[config.mk]
export PLATFORM = sky130hd
export DESIGN_NAME = time_counter
export DESIGN_NICKNAME = d
export VERILOG_FILES = /design/src/rtl/time_counter.sv
export SDC_FILE = /design/constraint.sdc
export NUM_CORES = 1
export LEC_CHECK = 0
export CORE_MARGIN = 4
export CORE_UTILIZATION = 51
export DETAILED_ROUTE_END_ITERATION = 8
export GPL_TIMING_DRIVEN = 0
export PLACE_DENSITY = 0.81
export SLEW_MARGIN = 20
export SYNTH_ARGS = -nofsm -noshare
export SYNTH_HDL_FRONTEND = slang
export SYNTH_SLANG_ARGS = --single-unit
[constraint.sdc]
create_clock -name clk -period 2.7 [get_ports clk]
set_input_delay 0.81 -clock clk [delete_from_list [all_inputs] [get_ports clk]]
set_output_delay 0.81 -clock clk [all_outputs]
set_load 0.01 [all_outputs]
[src/rtl/time_counter.sv]
// time_counter: 24-hour BCD time-of-day counter with 1 Hz prescaler and button-driven set mode
//   clk       system clock
//   reset     asynchronous active-low reset
//   btn_mode  one-cycle pulse, cycles RUN -> SET_H -> SET_M -> RUN
//   btn_inc   one-cycle pulse, increments the field selected by the set mode
//   cur_time  packed BCD {Ht[1:0],Hu[3:0],Mt[2:0],Mu[3:0],St[2:0],Su[3:0]}
//   sec_tick  one-cycle pulse in the cycle cur_time shows the advanced second
//   set_mode  2'b00 RUN, 2'b01 SET_H, 2'b10 SET_M
module time_counter #(
    parameter int CLK_FREQ = 100_000_000
) (
    input  logic        clk,
    input  logic        reset,
    input  logic        btn_mode,
    input  logic        btn_inc,
    output logic [19:0] cur_time,
    output logic        sec_tick,
    output logic [1:0]  set_mode
);
    localparam int PW = $clog2(CLK_FREQ);
    localparam logic [PW-1:0] TERM = PW'(CLK_FREQ - 1);

    typedef enum logic [1:0] {RUN = 2'b00, SET_H = 2'b01, SET_M = 2'b10} mode_e;

    mode_e         mode_q, mode_d;
    logic [PW-1:0] pre_q, pre_d;
    logic [1:0]    ht_q, ht_d;
    logic [3:0]    hu_q, hu_d;
    logic [2:0]    mt_q, mt_d;
    logic [3:0]    mu_q, mu_d;
    logic [2:0]    st_q, st_d;
    logic [3:0]    su_q, su_d;
    logic          tick_q, tick_d;

    // Field-wise +1 values with BCD wrap; each field wraps independently so the
    // same values serve both the seconds carry chain and the set-mode increments.
    logic       s_wrap, m_wrap, h_wrap;
    logic [3:0] su_inc, mu_inc, hu_inc;
    logic [2:0] st_inc, mt_inc;
    logic [1:0] ht_inc;

    always_comb begin
        s_wrap = (st_q == 3'd5) && (su_q == 4'd9);
        m_wrap = (mt_q == 3'd5) && (mu_q == 4'd9);
        h_wrap = (ht_q == 2'd2) && (hu_q == 4'd3);
        su_inc = (su_q == 4'd9) ? 4'd0 : su_q + 4'd1;
        st_inc = s_wrap ? 3'd0 : (su_q == 4'd9) ? st_q + 3'd1 : st_q;
        mu_inc = (mu_q == 4'd9) ? 4'd0 : mu_q + 4'd1;
        mt_inc = m_wrap ? 3'd0 : (mu_q == 4'd9) ? mt_q + 3'd1 : mt_q;
        hu_inc = (h_wrap || hu_q == 4'd9) ? 4'd0 : hu_q + 4'd1;
        ht_inc = h_wrap ? 2'd0 : (hu_q == 4'd9) ? ht_q + 2'd1 : ht_q;
    end

    always_comb begin
        mode_d = mode_q;
        pre_d  = '0;
        ht_d   = ht_q;
        hu_d   = hu_q;
        mt_d   = mt_q;
        mu_d   = mu_q;
        st_d   = st_q;
        su_d   = su_q;
        tick_d = 1'b0;
        if (mode_q == RUN) begin
            if (btn_mode) begin
                mode_d = SET_H;
            end else if (pre_q == TERM) begin
                tick_d = 1'b1;
                su_d   = su_inc;
                st_d   = st_inc;
                if (s_wrap) begin
                    mu_d = mu_inc;
                    mt_d = mt_inc;
                    if (m_wrap) begin
                        hu_d = hu_inc;
                        ht_d = ht_inc;
                    end
                end
            end else begin
                pre_d = pre_q + PW'(1);
            end
        end else if (mode_q == SET_H) begin
            if (btn_mode) begin
                mode_d = SET_M;
            end else if (btn_inc) begin
                hu_d = hu_inc;
                ht_d = ht_inc;
            end
        end else begin
            // Leaving SET_M restarts the second from a clean boundary.
            if (btn_mode) begin
                mode_d = RUN;
                st_d   = 3'd0;
                su_d   = 4'd0;
            end else if (btn_inc) begin
                mu_d = mu_inc;
                mt_d = mt_inc;
            end
        end
    end

    always_ff @(posedge clk or negedge reset) begin
        if (!reset) begin
            mode_q <= RUN;
            pre_q  <= '0;
            ht_q   <= '0;
            hu_q   <= '0;
            mt_q   <= '0;
            mu_q   <= '0;
            st_q   <= '0;
            su_q   <= '0;
            tick_q <= 1'b0;
        end else begin
            mode_q <= mode_d;
            pre_q  <= pre_d;
            ht_q   <= ht_d;
            hu_q   <= hu_d;
            mt_q   <= mt_d;
            mu_q   <= mu_d;
            st_q   <= st_d;
            su_q   <= su_d;
            tick_q <= tick_d;
        end
    end

    assign cur_time = {ht_q, hu_q, mt_q, mu_q, st_q, su_q};
    assign sec_tick = tick_q;
    assign set_mode = mode_q;
endmodule

==> reports/qor.yml <==
synthesis:
  syn_area_um2: 2648
  yosys_warnings: 0
  dominantRegCellSynth: "dfrtp_1"
  synthArstFlopShare_pct: 100.0
  netlist_instances: 267
  syn_nets: 280
  synth_edf_count: 0
  seq_area_frac_synth_pct: 47.26
  avgSynthCellArea_um2: 9.916
  synthDistinctLibCells: 50
  synth-seq-cells: 50
floorplanning:
  fp.dieW_um: 80.05
  dieArea_um2: 6408
  fp.dieH_um: 80.05
  start_util_pct: 54.26
  rows: 25
  core_um2: 4880
  io_pins: 27
sta:
  clock-skew-final_ps: 10.11
  whs_ps: 461.8
  final-setup-viol-count: 0
  maxSlewViolCount: 0
  slew_headroom_pct: 46.69
  rsz0062_at_grt: "no"
  hold_viol_final: 0
  tightest_slew_ps: 793.5
  max_freq_mhz: 378.6
  setup-tns-final_ps: 0
  final.period_utilization_pct: 97.82
  finalWorstSetupSlack_ps: 58.81
  finalCriticalPeriod_ps: 2641
final_layout:
  area_delta_synth_final_pct: 19.61
  nets: 319
  layout_common_cells: "50 x dfrtp_1, 38 x nor2_1, 25 x clkdlybuf4s50_1"
  diodes: 0
  fin_area_um2: 3167
  drive_above_1_share_pct: 9.121
  final_common_cell: "dfrtp_1"
  fin_util_pct: 64.90
grt:
  grtUsageTotal_pct: 17.40
  overflow: 0
  grt_pass1_vias: 1977
  grt_max_degree: 32
  grt_pass1_wl_mm: 8.859
  antenna_found_initial: 0
critical_path:
  cp.required_ps: 2900
  critPathLaunchType: "flop"
  path_class: "flop to flop"
  cp.arrival_ps: 2840
  critPathBufInv: 1
  crit_slowest_cell: "or4_4"
  critical_path.top_delay_family: "simple AND/OR/NAND/NOR gates"
  cp_common_cell: "or4_1"
  max_stage_delay_ps: 580
  endpoint_kind: "flop"
  path_cells: "or4_1 > or4_4 > or4_1 > buf_2 > o2bb2ai_1 > a21o_1"
  crit_fanout: 6
routing:
  dr_total_vias: 2067
  vias_per_cell: 5.527
  wire_per_inst_um: 13.52
  drtIter0Drc: 69
  drtAntennaViolNets: 0
  wirelength_mm: 5.055
  drc: 0
  drt_pass1_iterations: 4
placed_design:
  pre_cts_slack_ps: -303.0
  placed_area_um2: 3014
  hpwl_mm: 3.663
  gp_congestion: 0.8193
  portBuffers: 26
run:
  maxCapViolations: 0
clock_tree:
  clk_pin_slew_ps: 90
  cts_sinks: 50
  htreeDepth: 2
  tritoncts: "built"
  cts_buffer_depth: 2
  cts_buffers: 5
  cts_root_buf: "clkbuf_8"
  cts_hold_buf: 0
  clock_latency_ps: 300
power:
  powerDensity_nw_per_um2: 638.2
  ir_drop_v: 0.0003324
  power.static_leakage_nw: 1.358
worst_hold_path:
  min_path_type: "flop to flop"
status:
  status: "finished clean"
[kinds of logic (layout without fill, tap and decap cells)]
logic type | after synthesis | in the layout | share of synthesized area (%)
xor+xnor | 28 | 28 | 9.263
fa+ha+maj | 9 | 9 | 4.253
simple gates | 126 | 126 | 25.43
buf+inv | 15 | 55 | 2.174
compound gates | 32 | 32 | 8.696
flops | 50 | 50 | 47.26
mux | 7 | 7 | 2.930
[metal layers]
layer / wire [um] / vias to the layer above / GRT usage (%)
met3: 241 / 7 / 4.148
met5: 0 / - / 0
met4: 55 / 0 / 5.236
li1: - / 1027 / -
met1: 2372 / 988 / 22.94
met2: 2385 / 45 / 28.39
[timing repair]
action,in CTS,in global routing
setup buffers,2,3
resized for setup,3,1
endpoints found under the setup margin,24,11
pin swaps,1,1
[flip-flops by register name, summed over array words and instances (netlist names)]
register	flops
mu_q	4
su_q	4
mt_q	3
sec_tick	1
pre_q	27
set_mode	2
hu_q	4
ht_q	2
st_q	3
[cells in the mapped netlist (all sizes together), types with 6 or more instances]
cell / instances / area, um^2
o21ai: 6 / 30.02
nand4: 8 / 50.05
dfrtp: 50 / 1251
xor2: 23 / 201.4
a21oi: 6 / 30.03
inv: 9 / 33.78
nand3: 19 / 95.09
mux2: 6 / 67.56
nand2: 17 / 63.81
ha: 9 / 112.6
nor2: 38 / 142.6
and3: 10 / 62.56
[worst register-to-register path, delay by kind of cell (launching register included)]
| kind | cells | cell delay, ps |
|---|---|---|
| AND/OR/NAND/NOR | 3 | 1630 |
| AO/OA/AOI/OAI | 2 | 320 |
| flip-flops | 1 | 430 |
| buffers and inverters | 1 | 170 |
[per-stage QoR]
stage | power (mW) | std cells
after floorplan | 1.299 | 267
after global placement | 1.562 | 360
after detailed placement | 1.591 | 361
after CTS | 2.045 | 371
after global routing | 2.161 | 374
final | 2.021 | 374
[area by class of cell]
| cell class | instances | area, um^2 |
|---|---|---|
| fill | 416 | 1713 |
| multi-input combinational | 202 | 1363 |
| sequential | 50 | 1251 |
| timing repair buffer | 32 | 320.3 |
| clock buffer | 7 | 86.33 |
| tap | 67 | 83.83 |
| inverter | 9 | 33.78 |
| buffer | 6 | 23.77 |
| clock inverter | 1 | 5.005 |
[power breakdown]
part | total [mW] | internal (mW) | switching, mW
Clock | 0.442 | 0.207 | 0.235
Combinational | 0.600 | 0.314 | 0.287
Sequential | 0.979 | 0.843 | 0.136
[final timing paths]
check | from | cells after the start | slack [ps] | end
max | pre_q[12] | 6 | 60 | st_q[2]
min | pre_q[0] | 1 | 460 | pre_q[0]
max reg2reg | pre_q[12] | 6 | 60 | st_q[2]
min reg2reg | pre_q[0] | 1 | 460 | pre_q[0]
max in group asynchronous | reset | 2 | 1600 | mu_q[0]
min in group asynchronous | reset | 1 | 560 | hu_q[3]
Note: power is estimated with default switching activity, not from simulation.
